===== src/rtl/segscan_pkg.sv =====
// Shared definitions for the seven-segment scan decoder: glyph patterns,
// symbol codes, anode positions and the frame-assembly FSM states.
package segscan_pkg;

   // Active-low glyph patterns, bit order {g,f,e,d,c,b,a}
   localparam logic [6:0] GLYPH_BLANK = 7'b1111111;
   localparam logic [6:0] GLYPH_ONE   = 7'b1111001;
   localparam logic [6:0] GLYPH_TWO   = 7'b0100100;
   localparam logic [6:0] GLYPH_THREE = 7'b0110000;
   localparam logic [6:0] GLYPH_G     = 7'b1000010;
   localparam logic [6:0] GLYPH_O     = 7'b1000000;

   localparam logic [3:0] SYM_BLANK = 4'h0;
   localparam logic [3:0] SYM_ONE   = 4'h1;
   localparam logic [3:0] SYM_TWO   = 4'h2;
   localparam logic [3:0] SYM_THREE = 4'h3;
   localparam logic [3:0] SYM_G     = 4'h4;
   localparam logic [3:0] SYM_O     = 4'h5;
   localparam logic [3:0] SYM_UNK   = 4'hF;

   localparam logic [3:0] AN_POS3 = 4'b0111;
   localparam logic [3:0] AN_POS2 = 4'b1011;
   localparam logic [3:0] AN_POS1 = 4'b1101;
   localparam logic [3:0] AN_POS0 = 4'b1110;
   localparam logic [3:0] AN_IDLE = 4'b1111;

   typedef enum logic [2:0] {SYNC, EXP3, EXP2, EXP1, EXP0} state_t;

   typedef enum logic [2:0] {POS0, POS1, POS2, POS3, POS_IDLE, POS_ILLEGAL} pos_t;

   function automatic pos_t decode_anode(input logic [3:0] an);
      pos_t p;
      case (an)
         AN_POS3: p = POS3;
         AN_POS2: p = POS2;
         AN_POS1: p = POS1;
         AN_POS0: p = POS0;
         AN_IDLE: p = POS_IDLE;
         default: p = POS_ILLEGAL;
      endcase
      return p;
   endfunction

endpackage


===== src/rtl/segscan_if.sv =====
// Scan-line and result bundle between a display-scan source and the decoder.
interface segscan_if;
   import segscan_pkg::*;

   logic        en;
   logic [6:0]  seg;
   logic [3:0]  an;
   logic        err_clear;
   logic [15:0] frame;
   logic        frame_valid;
   logic        frame_stable;
   logic        err_order;
   logic        err_glyph;

   modport master (
      output en, seg, an, err_clear,
      input  frame, frame_valid, frame_stable, err_order, err_glyph
   );

   modport slave (
      input  en, seg, an, err_clear,
      output frame, frame_valid, frame_stable, err_order, err_glyph
   );

endinterface


===== src/rtl/segscan_glyph_decode.sv =====
// Combinational glyph decoder: active-low segment pattern to symbol code,
// flagging any pattern outside the known glyph set.
module seg_glyph_decode
   import segscan_pkg::*;
(
   input  logic [6:0] seg,
   output logic [3:0] sym,
   output logic       unknown
);

   always_comb begin
      sym     = SYM_UNK;
      unknown = 1'b0;
      case (seg)
         GLYPH_BLANK: sym = SYM_BLANK;
         GLYPH_ONE:   sym = SYM_ONE;
         GLYPH_TWO:   sym = SYM_TWO;
         GLYPH_THREE: sym = SYM_THREE;
         GLYPH_G:     sym = SYM_G;
         GLYPH_O:     sym = SYM_O;
         default:     unknown = 1'b1;
      endcase
   end

endmodule


===== src/rtl/segscan_decoder.sv =====
// Receive-side decoder for a 4-digit multiplexed seven-segment scan: tracks
// the anode sequence, reassembles frames and reports stability and errors.
module segscan_decoder
   import segscan_pkg::*;
#(
   parameter int unsigned STABLE_FRAMES = 2
) (
   input logic      segclk,
   input logic      rst,
   segscan_if.slave bus
);

   localparam logic [3:0] STABLE_THR = 4'(STABLE_FRAMES);

   function automatic logic [3:0] sat_inc(input logic [3:0] v);
      return (v == 4'hF) ? 4'hF : v + 4'h1;
   endfunction

   function automatic pos_t expected_pos(input state_t s);
      pos_t p;
      case (s)
         EXP3:    p = POS3;
         EXP2:    p = POS2;
         EXP1:    p = POS1;
         EXP0:    p = POS0;
         default: p = POS_ILLEGAL;
      endcase
      return p;
   endfunction

   pos_t        pos;
   logic [3:0]  sym;
   logic        unk;

   state_t      state_q, state_d;
   logic [3:0]  d3_q, d2_q, d1_q;
   logic [15:0] frame_q;
   logic        frame_valid_q;
   logic [3:0]  count_q, count_d;
   logic        stable_q;
   logic        err_order_q, err_glyph_q;

   logic        cap3, cap2, cap1, cap0;
   logic        order_err, glyph_err, to_sync;
   logic [15:0] new_frame;

   assign pos = decode_anode(bus.an);

   seg_glyph_decode u_glyph (
      .seg     (bus.seg),
      .sym     (sym),
      .unknown (unk)
   );

   // Next-state and capture strobes; nothing advances while en is low
   always_comb begin
      state_d   = state_q;
      cap3      = 1'b0;
      cap2      = 1'b0;
      cap1      = 1'b0;
      cap0      = 1'b0;
      order_err = 1'b0;
      to_sync   = 1'b0;
      if (bus.en) begin
         if (state_q == SYNC) begin
            if (pos == POS3) begin
               cap3    = 1'b1;
               state_d = EXP2;
            end else if (pos == POS_ILLEGAL) begin
               order_err = 1'b1;
            end
         end else if (pos == POS_ILLEGAL) begin
            order_err = 1'b1;
            state_d   = SYNC;
            to_sync   = 1'b1;
         end else if (pos == POS_IDLE) begin
            state_d = SYNC;
            to_sync = 1'b1;
         end else if (pos == expected_pos(state_q)) begin
            case (state_q)
               EXP3:    begin cap3 = 1'b1; state_d = EXP2; end
               EXP2:    begin cap2 = 1'b1; state_d = EXP1; end
               EXP1:    begin cap1 = 1'b1; state_d = EXP0; end
               EXP0:    begin cap0 = 1'b1; state_d = EXP3; end
               default: state_d = SYNC;
            endcase
         end else begin
            // A stray pos3 is still a clean frame start, so resync onto it
            order_err = 1'b1;
            if (pos == POS3) begin
               cap3    = 1'b1;
               state_d = EXP2;
            end else begin
               state_d = SYNC;
               to_sync = 1'b1;
            end
         end
      end
   end

   assign glyph_err = unk & (cap3 | cap2 | cap1 | cap0);
   assign new_frame = {d3_q, d2_q, d1_q, sym};

   always_comb begin
      count_d = count_q;
      if (cap0) begin
         count_d = (new_frame == frame_q) ? sat_inc(count_q) : 4'h1;
      end else if (to_sync) begin
         count_d = 4'h0;
      end
   end

   // Register stage: state, partial digits, completed frame and status
   always_ff @(posedge segclk) begin
      if (rst) begin
         state_q       <= SYNC;
         d3_q          <= 4'h0;
         d2_q          <= 4'h0;
         d1_q          <= 4'h0;
         frame_q       <= 16'h0000;
         frame_valid_q <= 1'b0;
         count_q       <= 4'h0;
         stable_q      <= 1'b0;
         err_order_q   <= 1'b0;
         err_glyph_q   <= 1'b0;
      end else begin
         state_q       <= state_d;
         frame_valid_q <= cap0;
         if (cap3) d3_q <= sym;
         if (cap2) d2_q <= sym;
         if (cap1) d1_q <= sym;
         if (cap0) frame_q <= new_frame;
         count_q     <= count_d;
         stable_q    <= (count_d >= STABLE_THR);
         err_order_q <= order_err | (err_order_q & ~bus.err_clear);
         err_glyph_q <= glyph_err | (err_glyph_q & ~bus.err_clear);
      end
   end

   assign bus.frame        = frame_q;
   assign bus.frame_valid  = frame_valid_q;
   assign bus.frame_stable = stable_q;
   assign bus.err_order    = err_order_q;
   assign bus.err_glyph    = err_glyph_q;

endmodule


===== src/flat_wrapper.sv =====
// flat-port wrapper written by rule: the top's interface ports become plain ports
module segscan_decoder_flat import segscan_pkg::*;
#(
   parameter int unsigned STABLE_FRAMES = 2
)
  (segclk, rst, bus_en, bus_seg, bus_an, bus_err_clear, bus_frame, bus_frame_valid, bus_frame_stable, bus_err_order, bus_err_glyph);
  segscan_if bus_i ();
  input logic segclk;
  input logic rst;
  input wire logic [$bits(bus_i.en)-1:0] bus_en;
  input wire logic [$bits(bus_i.seg)-1:0] bus_seg;
  input wire logic [$bits(bus_i.an)-1:0] bus_an;
  input wire logic [$bits(bus_i.err_clear)-1:0] bus_err_clear;
  output wire logic [$bits(bus_i.frame)-1:0] bus_frame;
  output wire logic [$bits(bus_i.frame_valid)-1:0] bus_frame_valid;
  output wire logic [$bits(bus_i.frame_stable)-1:0] bus_frame_stable;
  output wire logic [$bits(bus_i.err_order)-1:0] bus_err_order;
  output wire logic [$bits(bus_i.err_glyph)-1:0] bus_err_glyph;
  assign bus_i.en = bus_en;
  assign bus_i.seg = bus_seg;
  assign bus_i.an = bus_an;
  assign bus_i.err_clear = bus_err_clear;
  assign bus_frame = bus_i.frame;
  assign bus_frame_valid = bus_i.frame_valid;
  assign bus_frame_stable = bus_i.frame_stable;
  assign bus_err_order = bus_i.err_order;
  assign bus_err_glyph = bus_i.err_glyph;
  segscan_decoder #(.STABLE_FRAMES(STABLE_FRAMES)) u_core (.segclk(segclk), .rst(rst), .bus(bus_i));
endmodule

===== config.mk =====
export PLATFORM = sky130hd
export DESIGN_NAME = segscan_decoder_flat
export DESIGN_NICKNAME = d
export VERILOG_FILES = /design/src/rtl/segscan_pkg.sv /design/src/rtl/segscan_if.sv /design/src/rtl/segscan_glyph_decode.sv /design/src/rtl/segscan_decoder.sv /design/src/flat_wrapper.sv
export SDC_FILE = /design/constraint.sdc
export NUM_CORES = 1
export LEC_CHECK = 0
export CAP_MARGIN = 0
export CORE_MARGIN = 10
export CORE_UTILIZATION = 45
export DETAILED_ROUTE_END_ITERATION = 6
export GPL_ROUTABILITY_DRIVEN = 0
export PLACE_DENSITY = 0.69
export SLEW_MARGIN = 30
export SYNTH_ARGS = -nofsm -noshare
export SYNTH_HDL_FRONTEND = slang
export SYNTH_SLANG_ARGS = --single-unit

===== constraint.sdc =====
create_clock -name segclk -period 4.2 [get_ports segclk]
set_clock_uncertainty 0.05 [all_clocks]
set_input_delay 0.84 -clock segclk [delete_from_list [all_inputs] [get_ports segclk]]
set_output_delay 0.84 -clock segclk [all_outputs]
set_load 0.02 [all_outputs]

# [Yosys cells after proc, flatten, opt, wreduce, memory -nomap -nowiden]
# Index checks and enable logic that the tools add are counted.
[word_totals] register_bits=39
[op_classes] eq_ne=22 bitwise_logic=9 addsub=1 n_reduce_logical=3 n_mux=57 magnitude_cmp=1
[ops] operator="$mux 1" n=39
[ops] operator="$eq 7x7->1 const B" n=4
[ops] operator="$mux 3" n=9
[ops] operator="$pmux 3 s4" n=2
[ops] operator="$pmux 4 s6" n=1
[ops] operator="$eq 4x4->1 const B" n=5
[ops] operator="$eq 16x16->1" n=1
[ops] operator="$mux 4" n=4
[ops] operator="$pmux 3 s5" n=1
[ops] operator="$eq 7x6->1 const B" n=2
[ops] operator="$eq 3x2->1 const B" n=3
[ops] operator="$eq 3x3->1 const B" n=3
[ops] operator="$reduce_or 6->1" n=1
[ops] operator="$or 1x1->1" n=5
[ops] operator="$add 4x1->4 const B" n=1
[ops] operator="$eq 4x3->1 const B" n=1
[ops] operator="$ge 4x2->1 const B" n=1
[ops] operator="$and 1x1->1" n=3
[ops] operator="$eq 3x1->1 const B" n=1
[ops] operator="$eq 3x3->1" n=1
[ops] operator="$logic_not 3->1" n=1
[ops] operator="$mux 2" n=1
[ops] operator="$ne 2x2->1 const B" n=1
[ops] operator="$reduce_and 2->1" n=1
[ops] operator="$not 1->1" n=1

# [Logic depth before layout (Yosys ltp)]
[depth] ltp_word=18 ltp_mapped=10 mapped_depth_nobuf=8

# [By module]
# From an unflattened synthesis, not the netlist that was laid out.
[hier_totals] cells_unflattened=249 hier_area_um2=2209.6
[modules_own_cells] module="segscan_decoder" cells_per_inst=229 area_each_um2=2065.7 n_inst=1
[modules_own_cells] module="seg_glyph_decode" cells_per_inst=20 area_each_um2=143.9 n_inst=1

# [Worst setup path before layout]
# Ideal clock, no wire load.
[synth_path] kind="input port to flip-flop" startpoint="input port bus_seg[0]" endpoint="register u_core.stable_q (netlist: u_core.bus.frame_stable)" t_required_ns=4.092 path_stages=8 path_slack_ns=1.064 arrival_time_ns=3.029 n_path_buf=0 cell_sequence="or4_4 -> nor3_4 -> nor4_1 -> a311oi_1 -> a21boi_2 -> or4b_4 -> a2111oi_4 -> a211o_1"
[synth_via] elab_chain_cells=6 elab_cells_between_ends=11 cone_classes="order compare: 1; eq/ne: 7; mux: 3"
[synth_rtl] element="start: declaration" line_no="flat_wrapper.sv:11" text="input wire logic [$bits(bus_i.seg)-1:0] bus_seg;"
[synth_rtl] element="$eq 7x7->1 or $eq 7x6->1 (tied branches)" line_no="segscan_glyph_decode.sv:14" text="case (seg)"
[synth_rtl] element="$pmux 4 s6 *" line_no="segscan_glyph_decode.sv:14"
[synth_rtl] element="$eq 16x16->1 *" line_no="segscan_decoder.sv:107" text="count_d = (new_frame == frame_q) ? sat_inc(count_q) : 4'h1;"
[synth_rtl] element="$mux 4 *" line_no="segscan_decoder.sv:107"
[synth_rtl] element="$mux 4 *" line_no="segscan_decoder.sv:106" text="if (cap0) begin"
[synth_rtl] element="$ge 4x2->1 *" line_no="segscan_decoder.sv:134" text="stable_q <= (count_d >= STABLE_THR);"
[synth_rtl] element="end signal: assignment" line_no="segscan_decoder.sv:134"
[synth_rtl] element="end: declaration" line_no="segscan_decoder.sv:40" text="logic stable_q;"
# Every way passes the cells marked *; elsewhere a longest branch is shown, timed or not.
# A chain may end at the register's enable or synchronous reset.

# [Worst setup path in the final report]
[layout_path] startpoint="input port bus_seg[1]" endpoint="register u_core.stable_q (netlist: u_core.bus.frame_stable)"
# The elaborated chain is that of the path after synthesis.

==> results.ini <==
[place]
placed_area_sq_mm = 0.00261
dp.cells = 376
place_ws_ns = 0.373
io_buffers = 34
hpwl_mm = 4.00

[status]
status = completed

[grt]
grt_pass1_vias = 1980
overflow = 0
grt_max_degree = 21
grt_first_pass_wirelength_mm = 9.45
grt_use_total_pct = 13.7
antenna_found_initial = 0

[setup_path]
rrSetupSlack_ns = 1.63
crit_buf_inv = 1
worstSetupStartpointType = primary input
critPathLaunch = bus_seg[1]
reg2reg_depth = 8
slowest_delay_ns = 0.58
critPathKind = primary input to register
worstSetupPathDepth = 9
crit_family = simple AND/OR/NAND/NOR gates
crit_path_end = u_core.bus.frame_stable$_SDFF_PP0_
r2r-start = u_core.d1_q[2]$_SDFFE_PP0P_
cp_slowest_cell = or4_4
cp.arrival_ns = 3.76
cp.required_ns = 4.40
path_cells = clkdlybuf4s50_1, or4_4, nor3_4, nor4_1, a311oi_1, a21boi_2, or4b_4, a2111oi_4, a211o_1
worst_setup_path_end_kind = register
cp_max_fo = 7
r2r_end = u_core.bus.frame_stable$_SDFF_PP0_

[timing]
finalWorstSetupSlack_ns = 0.638
max_freq_mhz = 281
fin_setup_tns_ns = 0
fin_crit_sh_pct = 84.8
hold_slack_ns = 0.424
relSlewSlack_pct = 67.9
finalHoldViolations = 0
rsz0062_at_grt = no
drv_slew = 0
tightestPinTransition_ns = 0.477
fin_crit_ns = 3.56
finalSetupViolCount = 0

[routing]
drc = 0
wl_mm = 5.42
wl_per_cell_um = 14.1
viasPerCell = 5.47
drt_iter0_drc = 140
vias = 2099
drt_first_pass_iters = 4
ant_nets = 0

[floorplan]
die_y_um = 90.3
fp-row-count = 25
start_util_pct = 46.7
dieArea_sq_mm = 0.00815
io_pins = 35
coreArea_sq_mm = 0.00475
chipWidth_um = 90.3

[cells_and_area]
synthToLayoutAreaGrowth_pct = 22.8
nFillCells = 473
multi_input_area_sq_mm = 0.00133
stdcell_area_sq_mm = 0.00273
n_antenna_cell = 0
drive_above_1_share_pct = 8.83
seq_area_sq_um = 781
post-route-util_pct = 57.3
nNetsFinal = 332
finalNonFillerCells = 384

[power_and_ir_drop]
leakage_nw = 0.955
power_mw = 0.768
ir_drop_v = 0.000234
power_density_mw_per_mm2 = 282

[yosys]
ys_seq_area_share_pct = 35.2
yosysTopAreaCell = dfxtp_1
synthTopCellsByArea = dfxtp_1, a21oi_1, nand2_1
ys_types = 56
synth_ff_type = dfxtp_1
synth_area_per_cell_sq_um = 7.82
syn_nets = 300
synth_edf_count = 0
syn_inst = 284
syn-cell-area_sq_mm = 0.00222
synth.top_cell.area_share_pct = 35.2
ys_ff_latch = 39
yosysWarnings = 0
async_flop_share_pct = 0

[clock_tree]
cts_root_buffer = clkbuf_8
clkLatencyLatePin_ns = 0.30
cts.htree.levels = 2
cts_setup_buffers = 0
clkSlewWorstSetupHoldPaths_ns = 0.08
cts_tree = yes
cts_buffers = 5
post_cts_resized = 0
clockBufferDepth = 2
cts.sinks = 39
postCtsHoldBufs = 0

[min_path]
hp-class = register to register
holdPathStages = 2

[job]
max-cap-violations = 0

==> power by group <==
group,internal [mW],switching (mW)
sequential,0.371,0.00184
clock,0.192,0.133
combinational,0.0311,0.0382
==> cells by family (layout without fill, tap and decap cells) <==
group / Yosys count / count (layout) / share of synthesized area (%)
simple gates: 125 / 125 / 28.7
compound gates: 75 / 75 / 21.8
xor+xnor: 16 / 16 / 6.31
mux: 5 / 5 / 2.25
flops: 39 / 39 / 35.2
fa+ha+maj: 1 / 1 / 0.563
buf+inv: 23 / 56 / 5.18
==> registers in the layout, indices dropped and copies added, names as in the netlist <==
| register | cells |
|---|---|
| u_core.bus.frame_valid | 1 |
| u_core.d1_q | 4 |
| u_core.state_q | 3 |
| u_core.bus.frame | 16 |
| u_core.bus.err_order | 1 |
| u_core.d2_q | 4 |
| u_core.count_q | 4 |
| u_core.d3_q | 4 |
| u_core.bus.err_glyph | 1 |
| u_core.bus.frame_stable | 1 |
==> layout by cell type, fill, tap and decap left out, drive strengths merged, types with 5 or more instances in the layout <==
master,instances
inv,7
buf,7
xnor2,13
nand2,41
nand3,10
dfxtp,39
clkbuf,6
clkdlybuf4s50,34
nor3,11
nor2,29
o21ai,9
mux2i,5
or3,5
a21oi,39
==> worst min path at each step <==
| stage | from | endpoint | slack [ns] |
|---|---|---|---|
| 3_5_place_dp | u_core.bus.err_order$_SDFF_PP0_ | u_core.bus.err_order$_SDFF_PP0_ | 0.42 |
| 4_1_cts | u_core.bus.err_order$_SDFF_PP0_ | u_core.bus.err_order$_SDFF_PP0_ | 0.43 |
| 5_1_grt | u_core.bus.frame[15]$_SDFFE_PP0N_ | u_core.bus.frame[15]$_SDFFE_PP0N_ | 0.46 |
| 3_3_place_gp | u_core.bus.err_order$_SDFF_PP0_ | u_core.bus.err_order$_SDFF_PP0_ | 0.41 |
| 6_report | u_core.bus.err_order$_SDFF_PP0_ | u_core.bus.err_order$_SDFF_PP0_ | 0.42 |
| 2_1_floorplan | u_core.d2_q[2]$_SDFFE_PP0P_ | u_core.bus.frame[10]$_SDFFE_PP0N_ | 0.40 |
==> layout make-up <==
class | instances | area share, %
tap | 67 | 3.07
clock inverter | 2 | 1.28
inverter | 7 | 0.964
sequential | 39 | 28.6
timing repair buffer | 41 | 14.4
multi-input combinational | 222 | 48.6
clock buffer | 6 | 3.03
==> Yosys cell counts (4+ instances only) <==
master and n:
nor2_1 29, nand2b_1 4, nand3_1 10, nor3_1 10, mux2i_1 5, nand4_1 4
nand2_1 41, or3_1 4, a21oi_1 39, clkbuf_1 12, o21ai_0 8, inv_1 7
xnor2_1 13, dfxtp_1 39
==> routing by layer <==
metal / up-vias / track usage (%) / part of all wire [%] / wire length (um)
met2: 55 / 19.0 / 41 / 2230
met4: 0 / 6.10 / 2.3 / 124
met5: - / 0 / 0 / 0
met1: 956 / 18.6 / 51 / 2740
li1: 1076 / - / - / -
met3: 12 / 4.49 / 5.9 / 319
==> worst min-delay path: cells and delay by family, from the launching register on <==
family / cells / cell delay, ns
flip-flops: 1 / 0.31
AND/OR/NAND/NOR: 1 / 0.06
AO/OA/AOI/OAI: 1 / 0.06
No activity file was read; power rests on OpenSTA's default activity.
